### src/rtl/game_sprite_launcher.sv
// Launch sequencer for a sprite motion controller: two-cycle load, timed run,
// pause, stop, optional auto-respawn and a saturating launch counter.
module game_sprite_launcher #(
  parameter int screen_width    = 640,
  parameter int screen_height   = 480,
  parameter int w_x             = $clog2(screen_width),
  parameter int w_y             = $clog2(screen_height),
  parameter int DX_WIDTH        = 2,
  parameter int DY_WIDTH        = 2,
  parameter int LIFETIME_CYCLES = 1000000,
  parameter int RESPAWN_DELAY   = 50000
) (
  input  logic                clk,
  input  logic                rst,
  input  logic                launch,
  input  logic                stop,
  input  logic                pause,
  input  logic                auto_relaunch,
  input  logic [w_x-1:0]      start_x,
  input  logic [w_y-1:0]      start_y,
  input  logic [DX_WIDTH-1:0] start_dx,
  input  logic [DY_WIDTH-1:0] start_dy,
  output logic                sprite_write_xy,
  output logic                sprite_write_dxy,
  output logic [w_x-1:0]      sprite_write_x,
  output logic [w_y-1:0]      sprite_write_y,
  output logic [DX_WIDTH-1:0] sprite_write_dx,
  output logic [DY_WIDTH-1:0] sprite_write_dy,
  output logic                sprite_enable_update,
  output logic                active,
  output logic                expired,
  output logic [7:0]          launch_count
);

  localparam int LW =
    (LIFETIME_CYCLES > 1) ? $clog2(LIFETIME_CYCLES) : 1;
  localparam int RW =
    (RESPAWN_DELAY > 1) ? $clog2(RESPAWN_DELAY) : 1;
  localparam logic [LW-1:0] LIFE_LAST = LW'(LIFETIME_CYCLES - 1);
  localparam logic [RW-1:0] RESP_LAST = RW'(RESPAWN_DELAY - 1);

  typedef enum logic [2:0] {
    IDLE,
    LOAD_XY,
    LOAD_DXY,
    RUN,
    PAUSED,
    RESPAWN
  } state_t;

  state_t        state;
  state_t        state_n;
  logic [LW-1:0] life_cnt;
  logic [LW-1:0] life_n;
  logic [RW-1:0] resp_cnt;
  logic [RW-1:0] resp_n;
  logic          expire_n;
  logic          bump;
  logic          accept;

  assign accept = launch & ~stop;

  always_ff @(posedge clk or negedge rst) begin
    if (!rst) begin
      state    <= IDLE;
      life_cnt <= '0;
      resp_cnt <= '0;
    end else begin
      state    <= state_n;
      life_cnt <= life_n;
      resp_cnt <= resp_n;
    end
  end

  // stop beats launch, launch beats any timer expiry, expiry beats pause
  always_comb begin
    state_n  = state;
    life_n   = life_cnt;
    resp_n   = resp_cnt;
    expire_n = 1'b0;
    bump     = 1'b0;
    if (stop) begin
      state_n = IDLE;
    end else if (launch) begin
      state_n = LOAD_XY;
      bump    = 1'b1;
    end else begin
      unique case (state)
        IDLE: state_n = IDLE;
        LOAD_XY: state_n = LOAD_DXY;
        LOAD_DXY: begin
          state_n = RUN;
          life_n  = '0;
        end
        RUN: begin
          if (life_cnt == LIFE_LAST) begin
            state_n  = RESPAWN;
            expire_n = 1'b1;
            resp_n   = '0;
          end else begin
            life_n = life_cnt + 1'b1;
            if (pause) state_n = PAUSED;
          end
        end
        PAUSED: begin
          if (!pause) state_n = RUN;
        end
        RESPAWN: begin
          if (resp_cnt == RESP_LAST) begin
            if (auto_relaunch) begin
              state_n = LOAD_XY;
              bump    = 1'b1;
            end else begin
              state_n = IDLE;
            end
          end else begin
            resp_n = resp_cnt + 1'b1;
          end
        end
        default: state_n = IDLE;
      endcase
    end
  end

  // outputs registered from the next state so they align with the state
  always_ff @(posedge clk or negedge rst) begin
    if (!rst) begin
      sprite_write_xy      <= 1'b0;
      sprite_write_dxy     <= 1'b0;
      sprite_enable_update <= 1'b0;
      active               <= 1'b0;
      expired              <= 1'b0;
      launch_count         <= '0;
      sprite_write_x       <= '0;
      sprite_write_y       <= '0;
      sprite_write_dx      <= '0;
      sprite_write_dy      <= '0;
    end else begin
      sprite_write_xy      <= (state_n == LOAD_XY);
      sprite_write_dxy     <= (state_n == LOAD_DXY);
      sprite_enable_update <= (state_n == RUN);
      active               <= (state_n == LOAD_XY) ||
                              (state_n == LOAD_DXY) ||
                              (state_n == RUN) ||
                              (state_n == PAUSED);
      expired              <= expire_n;
      if (bump && launch_count != 8'hFF)
        launch_count <= launch_count + 8'd1;
      if (accept) begin
        sprite_write_x  <= start_x;
        sprite_write_y  <= start_y;
        sprite_write_dx <= start_dx;
        sprite_write_dy <= start_dy;
      end
    end
  end

endmodule

### config.mk
export PLATFORM = sky130hd
export DESIGN_NAME = game_sprite_launcher
export DESIGN_NICKNAME = d
export VERILOG_FILES = /design/src/rtl/game_sprite_launcher.sv
export SDC_FILE = /design/constraint.sdc
export NUM_CORES = 1
export LEC_CHECK = 0
export ABC_AREA = 1
export BUFFER_PORTS_ARGS = -buffer_cell sky130_fd_sc_hd__buf_2
export CAP_MARGIN = 0
export CORE_MARGIN = 2
export CORE_UTILIZATION = 44
export CTS_CLUSTER_DIAMETER = 100
export DETAILED_ROUTE_END_ITERATION = 12
export PLACE_DENSITY = 0.67
export SETUP_SLACK_MARGIN = 0.15
export SKIP_CTS_REPAIR_TIMING = 1
export SYNTH_ARGS = -nofsm -noshare
export SYNTH_HDL_FRONTEND = slang
export SYNTH_SLANG_ARGS = --single-unit
### constraint.sdc
create_clock -name clk -period 1.6 [get_ports clk]
set_input_delay 0.32 -clock clk [delete_from_list [all_inputs] [get_ports clk]]
set_output_delay 0.32 -clock clk [all_outputs]
set_load 0.01 [all_outputs]
Word level (Yosys, flattened, before mapping)
Cells that the tools add are included.

Add/sub/neg operators: 3. Multiply operators: 0. Div/mod/pow operators: 0. $lt $le $gt $ge: 0. Equal/unequal tests: 15. Shift operators: 0. Multiplexer cells: 22. Bitwise logic cells: 3. Reductions and logical operators: 8.

Operators with widths (number): one-hot mux 20 bit (2 select lines) (1); two-way mux 16 bit (2); one-hot mux 16 bit (2 select lines) (1); adder 20 x 1 -> 20 bit (second input constant) (1); == test 20 bit (second input constant) (1); two-way mux 20 bit (1); two-way mux 3 bit (6); adder 16 x 1 -> 16 bit (second input constant) (1); == test 16 bit (second input constant) (1); one-hot mux 3 bit (5 select lines) (1); == test 3 x 2 -> 1 bit (second input constant) (4); two-way mux 1 bit (10); == test 3 bit (second input constant) (3); adder 8 x 1 -> 8 bit (second input constant) (1); inequality test 8 bit (second input constant) (1); == test 3 x 1 -> 1 bit (second input constant) (2); inequality test 2 bit (second input constant) (3); AND reduction 5 bit (1); AND reduction 4 bit (1); nonzero test 2 bit (2); logical OR 1 bit (3); inverter 1 bit (2); bitwise AND 1 bit (1); logical AND 1 bit (1).

Register bits after elaboration: 75. Bits in latches: 0. Memory bits (writable): 0. Memory bits (read-only): 0. Bits of input ports: 29. Output and inout bits: 36. Word-level logic and storage cells: 64. Memories kept: 0.

Depth between registers and ports, before layout
Word-level depth: 9. Gate-level depth with buffers: 12. Depth with buffers taken out: 12.

Worst setup path after synthesis
Ideal clock, no wire load.

Path kind: register to register. Start point: register life_cnt[0]. End point: register resp_cnt[10]. Arrival time: 1.505 ns. Required time: 1.459 ns. Path slack: -0.046 ns. Cell stages (with the launch flop): 10. Buffers on the path: 1. Path through: dfrtp_1 ha_1 nand3_2 nor2_1 nand3_1 nand2_1 nand3_4 buf_2 nand2_1 o31ai_2.

Cells in the longest elaborated chain, start to end: 3.

RTL lines: from (decl) (line 53) `logic [LW-1:0] life_cnt;`; from (signal assigned) (line 70) `life_cnt <= life_n;`; == test 20 bit (line 96) `if (life_cnt == LIFE_LAST) begin`; inequality test 2 bit (no source line); AND reduction 5 bit (no source line); to (signal assigned) (line 71) `resp_cnt <= resp_n;`; to (decl) (line 55) `logic [RW-1:0] resp_cnt;`.

Every way passes these cells. A chain may end at the register's enable or synchronous reset.

Final worst setup path
Start point: register life_cnt[10]. End point: register life_cnt[0].

Cells in the longest elaborated chain, start to end: 3.

RTL lines (line): == test 20 bit (96); inequality test 2 bit (no source line); AND reduction 4 bit (no source line).

Every way passes these cells.

==> flow_metrics.env <==
export IMPL_die_height_um=100
export IMPL_fin_area_um2=5780
export IMPL_min_path_type="in -> reg"
export IMPL_critPathRequiredTime_ns=1.83
export IMPL_worstPathMaxFanout=9
export IMPL_avgRoutedWirePerCell_um=14.7
export IMPL_cts_buffers=9
export IMPL_worst_pin_slew_ns=0.359
export IMPL_placed_cells=693
export IMPL_setup_slack_ns=-0.0103
export IMPL_cts_tree="built"
export IMPL_hpwl_um=7390
export IMPL_maxCapViolCount=0
export IMPL_ys_ff_latch=75
export IMPL_max_clock_freq_ghz=0.621
export IMPL_syn_num_nets=499
export IMPL_rsz0062_at_grt="yes"
export IMPL_grt_usage_pct=19.8
export IMPL_fp_dieW_um=100
export IMPL_cp_start_kind="flip-flop"
export IMPL_die_area_um2=10100
export IMPL_cts_path_max_buffers=2
export IMPL_routed_wl_um=10700
export IMPL_coreArea_um2=9150
export IMPL_finalClockSkew_ns=0.0112
export IMPL_clkTransAtPathRegs_ns=0.08
export IMPL_initial_core_util_pct=44.7
export IMPL_instances_no_fill=728
export IMPL_syn_inst=467
export IMPL_ys_types=35
export IMPL_vdd_drop_max_uv=664
export IMPL_cts_sinks=75
export IMPL_grt_pass1_wl_um=16100
export IMPL_min_period_ns=1.61
export IMPL_criticalPathCategory="reg -> reg"
export IMPL_syn_avg_cell_area_um2=8.77
export IMPL_place_congestion=0.932
export IMPL_power_leakage_nw=2.68
export IMPL_cts_htree_levels=3
export IMPL_grt_pass1_vias=3553
export IMPL_power_mw=4.51
export IMPL_cts_root_buffer_cell="clkbuf_8"
export IMPL_drive_gt1_share_pct=47.0
export IMPL_drt_initial_drc_count=118
export IMPL_worstSkewPairLatency_ns=0.35
export IMPL_syn_area_um2=4100
export IMPL_vias=3753
export IMPL_ios=65
export IMPL_diodes=0
export IMPL_seq_area_frac_synth_pct=45.8
export IMPL_antenna_found_initial=0
export IMPL_grt_remaining_overflow=0
export IMPL_relSlewSlack_pct=76.0
export IMPL_critPathArrivalTime_ns=1.84
export IMPL_via_per_inst=5.16
export IMPL_finalSetupTns_ns=-0.0170
export IMPL_syn2layout_area_growth_pct=41.1
export IMPL_port_buffers=64
export IMPL_placement_cell_area_um2=5060
export IMPL_hold_viol_final=0
export IMPL_dr_pass1_iters=4
export IMPL_setup_worst_path_end_class="flip-flop"
export IMPL_finalSetupViolCount=3
export IMPL_timing_hold_ws_ns=0.195
export IMPL_drc=0
export IMPL_violations="negative setup slack"
export IMPL_grt_max_degree=29
export IMPL_period_share_pct=101
export IMPL_powerDensity_nw_per_um2=780
export IMPL_slew_viol_final=0
export IMPL_finalNetCount=644
export IMPL_yosys_warnings=0
export IMPL_num_rows=35
export IMPL_status="complete, but fails checks"
export IMPL_dp_slack_ns=-0.0194
export IMPL_utilization_pct=63.1
export IMPL_final_antenna_net_count=0
==> power by group <==
| group | total, mW | switching, mW | internal [mW] |
|---|---|---|---|
| registers | 2.27 | 0.172 | 2.09 |
| logic | 0.909 | 0.472 | 0.437 |
| clock network | 1.34 | 0.724 | 0.611 |
| total | 4.51 | 1.37 | 3.14 |
==> layout by cell type (no fill, tap or decap), types with 2 or more instances in the layout <==
cell | netlist | routed
a21oi_2 | 0 | 2
buf_12 | 0 | 5
buf_2 | 5 | 63
buf_4 | 1 | 68
buf_6 | 2 | 3
clkbuf_16 | 0 | 2
clkbuf_8 | 0 | 10
clkinv_1 | 3 | 3
clkinv_4 | 0 | 3
dfrtp_1 | 75 | 72
dfrtp_2 | 0 | 3
ha_4 | 0 | 2
inv_1 | 36 | 35
inv_2 | 11 | 10
inv_8 | 0 | 2
mux2_2 | 23 | 23
nand2_1 | 98 | 79
nand2_2 | 5 | 20
nand2_4 | 1 | 4
nand3_1 | 35 | 28
nand3_2 | 2 | 7
nand3_4 | 3 | 5
nand4_1 | 14 | 14
nor2_1 | 50 | 37
nor2_2 | 5 | 15
nor2_4 | 2 | 5
nor3_1 | 11 | 6
nor3_2 | 0 | 4
o21a_1 | 3 | 3
o21ai_0 | 5 | 4
o21ai_1 | 15 | 10
o21ai_2 | 0 | 6
o31ai_1 | 13 | 4
o31ai_2 | 7 | 11
o31ai_4 | 0 | 5
xnor2_1 | 4 | 3
xor2_1 | 23 | 22
==> worst paths after layout <==
path | from | to | slack, ns | depth (start not counted)
worst max-delay path | life_cnt[10] | life_cnt[0] | -0.01 | 10
max in group asynchronous | rst | state[2] | 0.69 | 3
worst min register to register | sprite_write_y[7] | sprite_write_y[7] | 0.51 | 1
min in group asynchronous | rst | life_cnt[13] | 0.43 | 2
worst min-delay path | start_x[4] | sprite_write_x[4] | 0.20 | 2
worst max register to register | life_cnt[10] | life_cnt[0] | -0.01 | 10
==> worst max-delay path: stages, from the launching register on <==
cell and delay [ns]:
dfrtp_1 0.39, buf_4 0.16, inv_1 0.05, nand2_1 0.05, nor2_1 0.23, nand3_4 0.14
nand2_8 0.16, buf_12 0.15, inv_8 0.05, nand3_2 0.05, o21ai_1 0.06
==> synthesized netlist by cell type <==
cell,n,share of area [%]
o211ai_1,1,0.18
nand2_1,98,9.0
nand3_2,2,0.49
o31ai_2,7,2.1
or2_1,1,0.15
clkbuf_1,2,0.18
inv_1,36,3.3
nor3_1,11,1.3
o21ai_1,15,1.8
buf_6,2,0.55
o21a_1,3,0.55
nor2_4,2,0.55
xor2_1,23,4.9
nor2_1,50,4.6
nand2_4,1,0.27
nor2_8,1,0.49
buf_4,1,0.18
mux2_2,23,6.3
nand4_1,14,2.1
a21oi_1,3,0.37
clkinv_1,3,0.27
nand2_2,5,0.76
nand3_1,35,4.3
or2_2,2,0.31
nand3_4,3,1.3
nor2_2,5,0.76
xnor2_1,4,0.86
o21ai_0,5,0.61
o31ai_1,13,2.4
inv_2,11,1.0
nand3b_1,1,0.18
buf_2,5,0.61
ha_1,3,0.92
dfrtp_1,75,46
o21ai_4,1,0.40
==> registers in the layout, indices dropped and copies added, names as in the netlist <==
name                  count
launch_count              8
sprite_write_dx           2
sprite_write_dxy          1
active                    1
life_cnt                 20
state                     3
sprite_enable_update      1
expired                   1
resp_cnt                 16
sprite_write_xy           1
sprite_write_dy           2
sprite_write_x           10
sprite_write_y            9
==> cell type report <==
cell class              count  area (um^2)
multi-input cells         332         2330
well taps                 111          139
clock buffers              11          141
flip-flops and latches     75         1880
repair buffers            142         1020
repair inverters            2         22.5
inverters                  50          203
clock inverters             5         38.8
fillers                   788         3370
==> per-layer routing <==
metal | part of all wire (%) | global-route usage, % | vias to the layer above | routed length (um)
met5 | 0 | 0 | - | 0
met4 | 1.7 | 5.37 | 0 | 180
met3 | 3.0 | 4.72 | 19 | 323
met2 | 53 | 33.7 | 60 | 5630
met1 | 43 | 25.4 | 1834 | 4590
li1 | - | - | 1840 | -
==> kinds of logic (layout without fill, tap and decap cells) <==
kind of cell             after synthesis  in the layout  share of synthesized area (%)
AND/OR/NAND/NOR                      231            231                           26.6
flip-flops                            75             75                           45.8
buffers and inverters                 60            210                           6.11
AO/OA/AOI/OAI                         48             48                           8.46
XOR/XNOR                              27             27                           5.77
multiplexers                          23             23                           6.32
adder cells (fa/ha/maj)                3              3                          0.917
No activity file was read; power rests on OpenSTA's default activity.
